==> src/rtl/attention_pkg.sv <==
// Shared attention-pipeline definitions: row geometry, fixed-point widths
// and the normalizer state encoding.
package attention_pkg;

  localparam int ROW_LEN = 4;
  localparam int EX_W    = 9;
  localparam int PROB_W  = 8;

  typedef enum logic [1:0] {
    COLLECT = 2'd0,
    DIVIDE  = 2'd1,
    EMIT    = 2'd2
  } attn_state_e;

endpackage

==> src/rtl/seq_divider.sv <==
// Restoring divider producing one quotient bit per cycle, MSB first, with
// zero-divisor forcing and saturation of a full-scale quotient.
module seq_divider #(
  parameter int EX_W   = 9,
  parameter int PROB_W = 8,
  parameter int SUM_W  = 11
) (
  input  logic                   clk,
  input  logic                   rst,
  input  logic                   start,
  input  logic [EX_W+PROB_W-1:0] dividend,
  input  logic [SUM_W-1:0]       divisor,
  output logic                   busy,
  output logic                   done,
  output logic [PROB_W-1:0]      quotient
);

  localparam int QW    = PROB_W + 1;
  localparam int CNT_W = $clog2(QW + 1);

  logic             busy_q, busy_d;
  logic [CNT_W-1:0] cnt_q, cnt_d;
  logic [SUM_W-1:0] rem_q, rem_d;
  logic [SUM_W-1:0] dvs_q, dvs_d;
  logic [QW-1:0]    shf_q, shf_d;
  logic [QW-1:0]    quo_q, quo_d;
  logic [SUM_W:0]   trial_s;
  logic             ge_s;
  logic [QW-1:0]    q_full_s;

  // Only the low QW dividend bits need shifting in: the numerator is at most
  // 2^PROB_W times the divisor, so the upper bits preload the remainder.
  always_comb begin
    busy_d   = busy_q;
    cnt_d    = cnt_q;
    rem_d    = rem_q;
    dvs_d    = dvs_q;
    shf_d    = shf_q;
    quo_d    = quo_q;
    trial_s  = {rem_q, shf_q[QW-1]};
    ge_s     = (trial_s >= {1'b0, dvs_q});
    q_full_s = {quo_q[QW-2:0], ge_s};
    done     = busy_q && (cnt_q == CNT_W'(PROB_W));
    if (dvs_q == {SUM_W{1'b0}}) begin
      quotient = {PROB_W{1'b0}};
    end else if (q_full_s[QW-1]) begin
      quotient = {PROB_W{1'b1}};
    end else begin
      quotient = q_full_s[PROB_W-1:0];
    end
    if (busy_q) begin
      rem_d = ge_s ? SUM_W'(trial_s - {1'b0, dvs_q}) : trial_s[SUM_W-1:0];
      shf_d = {shf_q[QW-2:0], 1'b0};
      quo_d = q_full_s;
      cnt_d = cnt_q + CNT_W'(1);
      busy_d = !done;
    end else if (start) begin
      busy_d = 1'b1;
      cnt_d  = {CNT_W{1'b0}};
      rem_d  = SUM_W'(dividend >> QW);
      dvs_d  = divisor;
      shf_d  = dividend[QW-1:0];
      quo_d  = {QW{1'b0}};
    end else begin
      busy_d = 1'b0;
    end
  end

  always_ff @(posedge clk) begin
    if (rst) begin
      busy_q <= 1'b0;
      cnt_q  <= {CNT_W{1'b0}};
      rem_q  <= {SUM_W{1'b0}};
      dvs_q  <= {SUM_W{1'b0}};
      shf_q  <= {QW{1'b0}};
      quo_q  <= {QW{1'b0}};
    end else begin
      busy_q <= busy_d;
      cnt_q  <= cnt_d;
      rem_q  <= rem_d;
      dvs_q  <= dvs_d;
      shf_q  <= shf_d;
      quo_q  <= quo_d;
    end
  end

  assign busy = busy_q;

endmodule

==> src/rtl/softmax_norm.sv <==
// Softmax normalizer: collects a row of e^x values, then emits each value
// divided by the row sum as a UQ0.8 probability, in input order.
module softmax_norm #(
  parameter int ROW_LEN = attention_pkg::ROW_LEN,
  parameter int EX_W    = attention_pkg::EX_W,
  parameter int PROB_W  = attention_pkg::PROB_W
) (
  input  logic              clk,
  input  logic              rst,
  input  logic [EX_W-1:0]   ex_in,
  input  logic              ex_vld,
  output logic              ex_rdy,
  output logic [PROB_W-1:0] prob_out,
  output logic              prob_vld,
  input  logic              prob_rdy,
  output logic              row_last
);

  import attention_pkg::*;

  localparam int IDX_W = $clog2(ROW_LEN);
  localparam int SUM_W = EX_W + IDX_W;
  localparam logic [IDX_W-1:0] LAST_IDX = IDX_W'(ROW_LEN - 1);

  attn_state_e       state_q, state_d;
  logic [IDX_W-1:0]  idx_q, idx_d;
  logic [SUM_W-1:0]  sum_q, sum_d;
  logic [EX_W-1:0]   buf_q [ROW_LEN];
  logic [EX_W-1:0]   buf_d [ROW_LEN];
  logic [PROB_W-1:0] prob_q, prob_d;
  logic              prob_vld_q, prob_vld_d;
  logic              row_last_q, row_last_d;
  logic              ex_rdy_q, ex_rdy_d;
  logic              div_start_s, div_busy_s, div_done_s;
  logic [PROB_W-1:0] div_quot_s;

  seq_divider #(
    .EX_W   (EX_W),
    .PROB_W (PROB_W),
    .SUM_W  (SUM_W)
  ) u_div (
    .clk      (clk),
    .rst      (rst),
    .start    (div_start_s),
    .dividend ({buf_q[idx_q], {PROB_W{1'b0}}}),
    .divisor  (sum_q),
    .busy     (div_busy_s),
    .done     (div_done_s),
    .quotient (div_quot_s)
  );

  // Next-state and datapath updates; ex_rdy is registered from the next state.
  always_comb begin
    state_d     = state_q;
    idx_d       = idx_q;
    sum_d       = sum_q;
    buf_d       = buf_q;
    prob_d      = prob_q;
    prob_vld_d  = prob_vld_q;
    row_last_d  = row_last_q;
    div_start_s = 1'b0;
    case (state_q)
      COLLECT: begin
        if (ex_vld) begin
          buf_d[idx_q] = ex_in;
          sum_d        = sum_q + SUM_W'(ex_in);
          if (idx_q == LAST_IDX) begin
            idx_d   = {IDX_W{1'b0}};
            state_d = DIVIDE;
          end else begin
            idx_d = idx_q + IDX_W'(1);
          end
        end else begin
          state_d = COLLECT;
        end
      end
      DIVIDE: begin
        if (div_done_s) begin
          prob_d     = div_quot_s;
          prob_vld_d = 1'b1;
          row_last_d = (idx_q == LAST_IDX);
          state_d    = EMIT;
        end else begin
          div_start_s = !div_busy_s;
        end
      end
      EMIT: begin
        if (prob_rdy) begin
          prob_vld_d = 1'b0;
          row_last_d = 1'b0;
          if (idx_q == LAST_IDX) begin
            idx_d   = {IDX_W{1'b0}};
            sum_d   = {SUM_W{1'b0}};
            state_d = COLLECT;
          end else begin
            idx_d   = idx_q + IDX_W'(1);
            state_d = DIVIDE;
          end
        end else begin
          state_d = EMIT;
        end
      end
      default: begin
        state_d = COLLECT;
      end
    endcase
    ex_rdy_d = (state_d == COLLECT);
  end

  always_ff @(posedge clk) begin
    if (rst) begin
      state_q    <= COLLECT;
      idx_q      <= {IDX_W{1'b0}};
      sum_q      <= {SUM_W{1'b0}};
      buf_q      <= '{default: '0};
      prob_q     <= {PROB_W{1'b0}};
      prob_vld_q <= 1'b0;
      row_last_q <= 1'b0;
      ex_rdy_q   <= 1'b1;
    end else begin
      state_q    <= state_d;
      idx_q      <= idx_d;
      sum_q      <= sum_d;
      buf_q      <= buf_d;
      prob_q     <= prob_d;
      prob_vld_q <= prob_vld_d;
      row_last_q <= row_last_d;
      ex_rdy_q   <= ex_rdy_d;
    end
  end

  assign ex_rdy   = ex_rdy_q;
  assign prob_out = prob_q;
  assign prob_vld = prob_vld_q;
  assign row_last = row_last_q;

endmodule
==> config.mk <==
export PLATFORM = sky130hd
export DESIGN_NAME = softmax_norm
export DESIGN_NICKNAME = d
export VERILOG_FILES = /design/src/rtl/attention_pkg.sv /design/src/rtl/seq_divider.sv /design/src/rtl/softmax_norm.sv
export SDC_FILE = /design/constraint.sdc
export NUM_CORES = 1
export LEC_CHECK = 0
export ABC_AREA = 1
export CAP_MARGIN = 20
export CORE_UTILIZATION = 55
export DETAILED_ROUTE_END_ITERATION = 7
export PLACE_DENSITY = 0.77
export SLEW_MARGIN = 10
export SYNTH_ARGS = -nofsm -noshare
export SYNTH_HDL_FRONTEND = slang
export SYNTH_HIERARCHICAL = 1
export SYNTH_SLANG_ARGS = --single-unit
==> constraint.sdc <==
create_clock -name clk -period 5.14 [get_ports clk]
set_clock_uncertainty 0.15 [all_clocks]
set_input_delay 0.514 -clock clk [delete_from_list [all_inputs] [get_ports clk]]
set_output_delay 0.514 -clock clk [all_outputs]
set_load 0.05 [all_outputs]
==> out/metrics.cfg <==
[status]
status = complete, no violations

[clocking]
numCtsBuffers = 9
cts_tree = built
ctsResizeCount = 0
cts_sinks = 106
cts_setup_buffers = 0
cts_root_buffer = clkbuf_8
cts.clk_slew.worst_paths_ps = 100
clock_path_buffers = 2
clock_latency_ps = 380
cts_max_level = 3
cts_hold_buf = 0

[logic_synthesis]
synthCells = 861
synthesis.area_um2 = 5800
muxShareOfSynthArea_pct = 0
synth_top_area_share_pct = 36.6
synth_fa_ha_area_share_pct = 6.30
synth-xor-area-share_pct = 0.604
synth_commonest_cells = 235 x nand2_1, 106 x dfxtp_1, 99 x inv_1, 98 x a21oi_1, 83 x nand3_1
synthFlopType = dfxtp_1
netlist_top_cells_area = dfxtp_1 37%, nand2_1 15%, a21oi_1 8.5%, nand3_1 7.2%, inv_1 6.4%
syn-mean-instance-area_um2 = 6.73
yosysSeqAreaShare_pct = 36.6
ys_warn_count = 6
synth-async-reset-ratio_pct = 0
yosysTopAreaCell = dfxtp_1
synth_compound_area_share_pct = 15.4
synth_simple_gate_area_share_pct = 31.2
yosysMostFrequentCell = nand2_1
synth_edf_count = 0
synth_top_family_by_area = simple AND/OR/NAND/NOR gates
ys_types = 43
synth_seq_cells = 106

[layout]
drive_gt1_share_pct = 5.03
syn_to_final_growth_pct = 7.79
fin_util_pct = 60.8
nNetsFinal = 910
fill_cells = 957
antenna_cells = 0

[floorplanning]
fp.dieH_um = 105
coreArea_um2 = 10300
dieArea_um2 = 11000
die_x_um = 105
row_count = 37
io_pins = 24
initial_utilization_pct = 56.4

[timing]
fmax_mhz = 358
rsz0062_at_grt = no
holdWs_ps = 315
slew_violations = 0
tightest_slew_ps = 846
fin_crit_ps = 2800
tns_ps = 0
finalSetupViolCount = 0
relSlewSlack_pct = 43.2
hold_violations = 0
period_share_pct = 54.4

[global_routing]
grt.total_usage_pct = 26.8
antenna_found_initial = 0
grt_overflow = 0
grt_max_degree = 49
first_global_vias = 4898
grt_pass1_wl_um = 23400

[routing]
dr_wl_met2_um = 6990
wirelength_um = 14500
dr_total_vias = 5529
first_pass_iters = 5
vias_per_cell = 5.47
drt_iter0_drc = 317
drc = 0
wl_met1_um = 6440
final_antenna_net_count = 0
wl_met3_um = 713
wl_per_cell_um = 14.4
routed.top_layer = met4

[power_and_ir_drop]
peakVddDrop_v = 0.000194
power.density_nw_per_um2 = 299
power.leakage_nw = 2.73

[critical_path]
required_ps = 5230
worst-path-max-fanout = 23
arrival_ps = 2890
crit_path_start_kind = flip-flop
cp-startpoint = u_div/cnt_q[0]
worstReg2RegStart = u_div/cnt_q[0]
crit_path_end_kind = flip-flop
critical_path_class = reg -> reg

[worst_hold_path]
min_path_type = reg -> reg
worstHoldStart = buf_q[10]

[run]
cap_violations = 0

[placement]
place_hpwl_um = 10500
portBuffers = 23
place.gp.congestion = 0.889

cell usage in the layout (no fill, tap or decap), drive strengths merged, types with 2 or more instances in the layout:
cell type / count
o22ai: 9
buf: 4
clkdlybuf4s50: 22
ha: 26
nand4: 13
o21ai: 44
nand3: 89
inv: 106
dfxtp: 106
xor2: 3
clkbuf: 10
conb: 8
nor4: 2
o21a: 2
clkinv: 4
a21oi: 100
nor3: 2
a22oi: 5
a211oi: 2
or2: 2
nand2: 241
nor2: 66
fa: 2
area by class of cell:
cell class / count / area, um2 / share of cell area, %
multi-input cells: 622 / 3130 / 50.1
well taps: 136 / 170 / 2.72
repair buffers: 26 / 248 / 3.97
flip-flops and latches: 106 / 2120 / 34.0
clock buffers: 10 / 138 / 2.20
clock inverters: 6 / 47.5 / 0.761
inverters: 104 / 395 / 6.33
per-layer routing:
layer,GRT usage (%),vias up
li1,-,2796
met1,34.3,2547
met2,45.0,160
met3,4.80,26
met4,9.86,0
met5,0,-
final timing paths:
kind / slack, ps / end / cells after the start
worst max-delay path: 2340 / u_div/dvs_q[1] / 12
worst min-delay path: 320 / buf_q[10] / 2
worst max register to register: 2340 / u_div/dvs_q[1] / 12
worst min register to register: 320 / buf_q[10] / 2
cell families (layout without fill, tap and decap cells):
logic type | count (synthesis) | in the layout
AO/OA/AOI/OAI | 166 | 166
XOR/XNOR | 4 | 4
AND/OR/NAND/NOR | 416 | 416
other | 1 | 8
buffers and inverters | 140 | 146
adder cells (fa/ha/maj) | 28 | 28
flip-flops | 106 | 106
metrics by stage:
step	instance area, um2	setup slack (ps)	cells	total power [mW]
detailed placement	6060	2410	994	1.38
CTS	6250	2380	1010	1.87
finish	6250	2340	1010	1.87
floorplan	5820	3040	868	1.27
global route	6250	2020	1010	1.96
global placement	6060	2540	994	1.37
worst max-delay path: stages, from the launching register on:
cell,delay (ps)
dfxtp_1,380
inv_1,70
ha_1,200
nand3_1,80
nor2_1,60
inv_1,50
nand2_1,60
nor2_1,180
inv_1,120
nor2_2,500
inv_1,460
o21ai_0,290
a21oi_1,60
power breakdown:
part           total (mW)  switching (mW)  internal (mW)
Sequential          0.883          0.0303          0.853
Clock               0.489           0.294          0.195
Combinational       0.493           0.327          0.166
flip-flops by register name, indices dropped and copies added (netlist names):
register,count
buf_q,36
ex_rdy,1
idx_q,2
prob_out,8
prob_vld,1
row_last,1
state_q,2
sum_q,11
u_div/busy,1
u_div/cnt_q,4
u_div/dvs_q,11
u_div/quo_q,8
u_div/rem_q,11
u_div/shf_q,9
Note: power is estimated with default switching activity, not from simulation.
